--- config.mk ---
export PLATFORM = sky130hd
export DESIGN_NAME = approxmul_seq
export DESIGN_NICKNAME = d
export VERILOG_FILES = /design/src/rtl/approxmul_pkg.sv /design/src/rtl/approxmul_tile.sv /design/src/rtl/approxmul_seq.sv
export SDC_FILE = /design/constraint.sdc
export NUM_CORES = 1
export LEC_CHECK = 0
export CORE_AREA = 2 2 154 156
export CTS_CLUSTER_DIAMETER = 60
export CTS_CLUSTER_SIZE = 14
export DETAILED_ROUTE_END_ITERATION = 8
export DIE_AREA = 0 0 156 158
export GPL_ROUTABILITY_DRIVEN = 0
export GPL_TIMING_DRIVEN = 0
export HOLD_SLACK_MARGIN = 0.06
export MAX_ROUTING_LAYER = met4
export PLACE_DENSITY = 0.86
export SYNTH_ARGS = -nofsm -noshare
export SYNTH_HDL_FRONTEND = slang
export SYNTH_HIERARCHICAL = 1
export SYNTH_SLANG_ARGS = --single-unit
--- constraint.sdc ---
create_clock -name clk -period 8.8 [get_ports clk]
set_clock_uncertainty 0.15 [all_clocks]
set_input_delay 1.32 -clock clk [delete_from_list [all_inputs] [get_ports clk]]
set_output_delay 1.32 -clock clk [all_outputs]
set_load 0.005 [all_outputs]
--- src/rtl/approxmul_pkg.sv ---
// Shared types and constants for the iterative approximate multiplier.
// Holds the controller state enum and the digit/tile width constants.
package approxmul_pkg;

  localparam int DIGIT_W = 2;
  localparam int TILE_W  = 4;

  typedef enum logic [1:0] {
    IDLE = 2'd0,
    RUN  = 2'd1,
    DONE = 2'd2
  } approxmul_state_t;

endpackage

--- src/rtl/approxmul_tile.sv ---
// 2-bit x 2-bit multiplier tile, approximate by default (3x3 -> 7).
// Ports: a, b digits in; p 4-bit product out. Macro: APPROXMUL_EXACT_EN.
module approxmul_tile
  import approxmul_pkg::*;
(
  input  logic [DIGIT_W-1:0] a,
  input  logic [DIGIT_W-1:0] b,
  output logic [TILE_W-1:0]  p
);

`ifdef APPROXMUL_EXACT_EN
  logic cross;

  // Carry out of the middle column
  assign cross = a[1] & b[0] & a[0] & b[1];
  assign p[0]  = a[0] & b[0];
  assign p[1]  = (a[1] & b[0]) ^ (a[0] & b[1]);
  assign p[2]  = (a[1] & b[1]) ^ cross;
  assign p[3]  = (a[1] & b[1]) & cross;
`else
  // OR replaces XOR and the carry is dropped
  assign p[0] = a[0] & b[0];
  assign p[1] = (a[1] & b[0]) | (a[0] & b[1]);
  assign p[2] = a[1] & b[1];
  assign p[3] = 1'b0;
`endif

endmodule

--- src/rtl/approxmul_seq.sv ---
// Iterative WIDTH x WIDTH multiplier, one b-digit row per cycle.
// Ports: clk, resetn, in_valid/in_ready/in_a/in_b,
// out_valid/out_ready/out_prod, busy. Macro: APPROXMUL_EXACT_EN.
module approxmul_seq
  import approxmul_pkg::*;
#(
  parameter int WIDTH = 32
) (
  input  logic               clk,
  input  logic               resetn,
  input  logic               in_valid,
  output logic               in_ready,
  input  logic [WIDTH-1:0]   in_a,
  input  logic [WIDTH-1:0]   in_b,
  output logic               out_valid,
  input  logic               out_ready,
  output logic [2*WIDTH-1:0] out_prod,
  output logic               busy
);

  localparam int N  = WIDTH / DIGIT_W;
  localparam int KW = (N > 1) ? $clog2(N) : 1;
  localparam int PW = 2 * WIDTH;

  approxmul_state_t state;
  logic [WIDTH-1:0]   a_q;
  logic [WIDTH-1:0]   b_q;
  logic [PW-1:0]      acc;
  logic [KW-1:0]      k;

  logic [KW:0]        shamt;
  logic [DIGIT_W-1:0] b_dig;
  logic [TILE_W-1:0]  tile_p [N];
  logic [PW-1:0]      row;
  logic [PW-1:0]      addend;

  // Digit index k maps to a bit shift of 2k
  assign shamt = {k, 1'b0};
  assign b_dig = DIGIT_W'(b_q >> shamt);

  for (genvar g = 0; g < N; g++) begin : g_tile
    approxmul_tile u_tile (
      .a (a_q[DIGIT_W*g +: DIGIT_W]),
      .b (b_dig),
      .p (tile_p[g])
    );
  end

  always_comb begin
    row = '0;
    for (int i = 0; i < N; i++) begin
      row = row + (PW'(tile_p[i]) << (DIGIT_W * i));
    end
  end

  assign addend = row << shamt;

  always_ff @(posedge clk or negedge resetn) begin
    if (!resetn) begin
      state <= IDLE;
      a_q   <= '0;
      b_q   <= '0;
      acc   <= '0;
      k     <= '0;
    end else begin
      unique case (state)
        IDLE: begin
          if (in_valid) begin
            a_q   <= in_a;
            b_q   <= in_b;
            acc   <= '0;
            k     <= '0;
            state <= RUN;
          end
        end
        RUN: begin
          acc <= acc + addend;
          if (k == KW'(N - 1)) begin
            k     <= '0;
            state <= DONE;
          end else begin
            k <= k + 1'b1;
          end
        end
        DONE: begin
          if (out_ready) begin
            state <= IDLE;
          end
        end
        default: state <= IDLE;
      endcase
    end
  end

  assign in_ready  = (state == IDLE);
  assign out_valid = (state == DONE);
  assign busy      = (state == RUN) || (state == DONE);
  assign out_prod  = acc;

endmodule

# Word level (Yosys, flattened, before mapping)
# Cells that the tools add are included.
# word_totals
regBits,134
inputBits,68
out_inout_bits,67
elab_cells,125
# op_classes
add_sub_neg,17
eq_ne,6
shifts,2
n_mux,9
n_bitwise,80
n_reduce_logical,6
# op_table
cell,count
case mux 64 bit (2 select lines),1
adder 64 bit,1
AND 1 bit,64
2-to-1 mux 64 bit,1
<< shifter 34 x 5 -> 64 bit,1
adder 32 x 33 -> 34 bit,1
adder 30 x 31 -> 32 bit,1
right shift 32 x 5 -> 2 bit,1
adder 28 x 29 -> 30 bit,1
adder 26 x 27 -> 28 bit,1
adder 24 x 25 -> 26 bit,1
adder 22 x 23 -> 24 bit,1
adder 20 x 21 -> 22 bit,1
adder 18 x 19 -> 20 bit,1
adder 16 x 17 -> 18 bit,1
adder 14 x 15 -> 16 bit,1
bitwise OR 1 bit,16
adder 12 x 13 -> 14 bit,1
adder 10 x 11 -> 12 bit,1
adder 8 x 9 -> 10 bit,1
adder 6 x 7 -> 8 bit,1
2-to-1 mux 4 bit,2
case mux 4 bit (2 select lines),1
adder 3 x 5 -> 6 bit,1
other kinds (13),17

# Logic depth before layout (Yosys ltp)
# logic_depth
word_depth,21
mapped_depth,33
ltp_nobuf,30

# By module
# Netlist, hierarchy kept.
# by_module_without_submodules
mod,n_inst,cells_each,area_each_um2
approxmul_seq,1,1540,12901.1
approxmul_tile,16,5,33.8

# Worst setup path after synthesis
# OpenSTA, ideal clock, no wires.
# synth_timing
path_kind,register to register
startpoint,register k[0]
endpoint,register acc[60] (netlist: out_prod[60])
setup_time_ns,0.129
arrival_time_ns,7.229
setup_slack_ns,1.292
path_stages_with_launch,32
path_buffers,4
period_less_slack_ns,7.508
cell_sequence,dfrtp_1 > buf_1 > buf_1 > clkbuf_1 > mux2i_1 > a221oi_1 > o21ai_0 > nand2_1 > a22o_1 > ha_1 > buf_6 > a21o_1 > a31o_4 > and2_4 > nor3_4 > nor2_1 > or4_4 > and2_4 > a2bb2oi_2 > a32o_1 > mux2_2 > ha_1 > nand2_1 > nor2_1 > nand3_1 > nor4_1 > o21ai_2 > a31oi_4 > a31oi_2 > o41ai_2 > xnor2_1 > o21ai_1
# synth_rtl
item,line,text
from (decl),approxmul_seq.sv:29,logic [KW-1:0] k;
from (signal assigned),approxmul_seq.sv:82,k <= k + 1'b1;
to (signal assigned),approxmul_seq.sv:77,acc <= acc + addend;
to (decl),approxmul_seq.sv:28,logic [PW-1:0] acc;

==> impl_metrics.py <==
metrics = {
    "outcome": {
        "status": "finished clean",
    },
    "global_route": {
        "grt_max_degree": 69,
        "grt_pass1_vias": 13139,
        "grt.total_usage": 0.345,
        "antenna_found_initial": 0,
        "grt_pass1_wl_mm": 66.2,
        "grt_overflow": 0,
    },
    "routing": {
        "first_pass_iters": 8,
        "routed_wl_mm": 42.4,
        "first_iter_violations": 1888,
        "vias_per_cell": 6.69,
        "drc": 0,
        "ant_nets": 0,
        "drt-wirelength-per-cell_um": 20.4,
        "via_count": 13931,
    },
    "worst_hold_path": {
        "hp-class": "register to register",
    },
    "yosys": {
        "synth_top_family_by_area": "compound AO/OA/AOI/OAI gates",
        "syn_area_per_cell_um2": 8.30,
        "syn_inst": 1620,
        "yosys.area_share.simple": 0.170,
        "synthXorXnorAreaFrac": 0.0528,
        "synth_compound_area_frac": 0.279,
        "synth-edff-count": 0,
        "synth-main-ff-cell": "dfrtp_1",
        "synth_fa_ha_area_frac": 0.0998,
        "synth.top_cells.by_area": "dfrtp_1 (25%), ha_1 (9.7%), mux2_2 (6.2%)",
        "synth-seq-area-share": 0.249,
        "yosysUniqueCellTypes": 96,
        "syn_area_um2": 13400,
        "synth_seq_cells": 134,
        "ys.warnings.count": 6,
        "synthMuxAreaShare": 0.0983,
        "synth_area_leader_cell": "dfrtp_1",
        "ys_async_sr_fraction": 1.00,
        "synth_nets": 1794,
        "synth_top_area_frac": 0.249,
    },
    "final_layout": {
        "multi_input_area_um2": 9650,
        "synthToLayoutAreaGrowth_pct": 19.0,
        "antenna_cells": 0,
        "layout_commonest_cell": "nand2_1",
        "seqCellArea_um2": 3350,
        "layout.nets": 1952,
        "layout_common_cells": "nand2_1 (188), o21ai_0 (139), dfrtp_1 (134)",
        "design_area_um2": 16000,
        "fillers": 1717,
        "layout-drive-gt1-share": 0.135,
    },
    "placed_design": {
        "place_area_um2": 15200,
        "dp_hpwl_mm": 31.3,
        "place_ws_ps": -924,
        "io_buffers": 134,
    },
    "critical_path": {
        "cp.arrival_ps": 8680,
        "cpPeakStageDelay_ps": 580,
        "start_kind": "register",
        "cpMostUsedCell": "a21oi_1",
        "path_class": "register to register",
        "crit_fanout": 16,
        "slowest_stage": "mux4_2",
        "critPathCaptureType": "register",
        "cp.required_ps": 8980,
    },
    "clocking": {
        "cts_root_buf": "clkbuf_16",
        "cts.htree.levels": 4,
        "hold_buffers": 0,
        "cts_buffers": 17,
        "cts_tree": "done",
        "clkTransAtPathRegs_ps": 70,
        "clockBufferDepth": 2,
        "clock_sinks": 134,
        "clk_latency_ps": 440,
    },
    "floorplanning": {
        "die_w_um": 156,
        "die_y_um": 158,
        "die_area_um2": 24600,
        "io_pins": 135,
        "rows": 56,
        "core_um2": 23100,
        "start_util": 0.583,
    },
    "sta": {
        "slew_headroom": 0.137,
        "hold_viol_final": 0,
        "post-route-min-period_ps": 8500,
        "worst_slew_pin_slew_ps": 1260,
        "min_period_over_period": 0.966,
        "fin_ws_ps": 299,
        "timing.hold.ws_ps": 355,
        "finalSetupViolations": 0,
        "drv_slew": 0,
        "max_freq_mhz": 118,
    },
    "job": {
        "cap_violations": 0,
    },
}
## routing by layer
| layer | part of all wire | GRT usage |
|---|---|---|
| met1 | 0.39 | 0.427 |
| met2 | 0.44 | 0.531 |
| met3 | 0.11 | 0.0775 |
| met4 | 0.065 | 0.179 |
| met5 | 0 | - |
## path summary, 6_finish.rpt
kind / startpoint / end / cells after the start / slack (ps)
min in group asynchronous: resetn / a_q[9] / 1 / 710
max in group asynchronous: resetn / out_prod[63] / 2 / 7030
hold / removal: b_q[30] / b_q[30] / 1 / 350
hold reg to reg: b_q[30] / b_q[30] / 1 / 350
setup / recovery: k[0] / out_prod[58] / 30 / 300
setup reg to reg: k[0] / out_prod[58] / 30 / 300
## cell usage after synthesis, types with 10 or more instances
| master | n |
|---|---|
| a211oi_1 | 15 |
| a21o_1 | 49 |
| a21oi_1 | 126 |
| a221oi_1 | 11 |
| a22o_1 | 21 |
| a22oi_1 | 11 |
| and2_1 | 33 |
| and2_2 | 16 |
| and3_1 | 15 |
| buf_4 | 16 |
| clkbuf_1 | 68 |
| conb_1 | 16 |
| dfrtp_1 | 134 |
| ha_1 | 104 |
| inv_1 | 32 |
| mux2_2 | 74 |
| mux2i_1 | 27 |
| nand2_1 | 190 |
| nand3_1 | 26 |
| nand4_1 | 22 |
| nor2_1 | 99 |
| nor2b_1 | 10 |
| nor3_1 | 21 |
| o211ai_1 | 15 |
| o21a_1 | 18 |
| o21ai_0 | 143 |
| o21bai_1 | 18 |
| o22ai_1 | 18 |
| o31ai_1 | 10 |
| xnor2_1 | 46 |
| xor2_1 | 35 |
## stage by stage
step,setup TNS (ps),instances,util
detailed placement,-16440,2045,0.658
global placement,-8080,2044,0.657
CTS,0,2076,0.686
finish,0,2081,0.694
global route,-77.9,2081,0.694
floorplan,0,1620,-
## cell families (layout without fill, tap and decap cells)
family | Yosys count | after routing
fa+ha+maj | 106 | 106
xor+xnor | 81 | 81
compound gates | 559 | 559
mux | 111 | 111
other cells | 16 | 16
simple gates | 478 | 480
buf+inv | 135 | 304
flops | 134 | 134
## repair_timing
| item | CTS | global route |
|---|---|---|
| gates resized for setup | 11 | 41 |
| buffers inserted | 0 | 4 |
| setup endpoints to repair | 39 | 32 |
| gates cloned | 0 | 2 |
| pin swaps | 0 | 8 |
| endpoints found under the hold margin | 0 | 0 |
## critical path: cells and delay by family (launching register included)
| kind | cells | cell delay, ps |
|---|---|---|
| AO/OA/AOI/OAI | 17 | 4000 |
| XOR/XNOR | 1 | 200 |
| adder cells (fa/ha/maj) | 2 | 750 |
| buffers and inverters | 4 | 1040 |
| flip-flops | 1 | 470 |
| multiplexers | 2 | 880 |
| AND/OR/NAND/NOR | 4 | 870 |
## state kept, by name, indices dropped and copies added, names as in the netlist
| name | cells |
|---|---|
| state | 2 |
| b_q | 32 |
| a_q | 32 |
| k | 4 |
| out_prod | 64 |
## area by class of cell
class	count	share of cell area
buffer	100	0.0312
clock buffer	18	0.0268
clock inverter	14	0.0110
inverter	33	0.00775
multi-input combinational	1353	0.603
sequential	134	0.210
tap	290	0.0227
timing repair buffer	139	0.0875
Power is not shown: default switching activity piles up to over one toggle a cycle in this logic, so the estimate is an artifact.
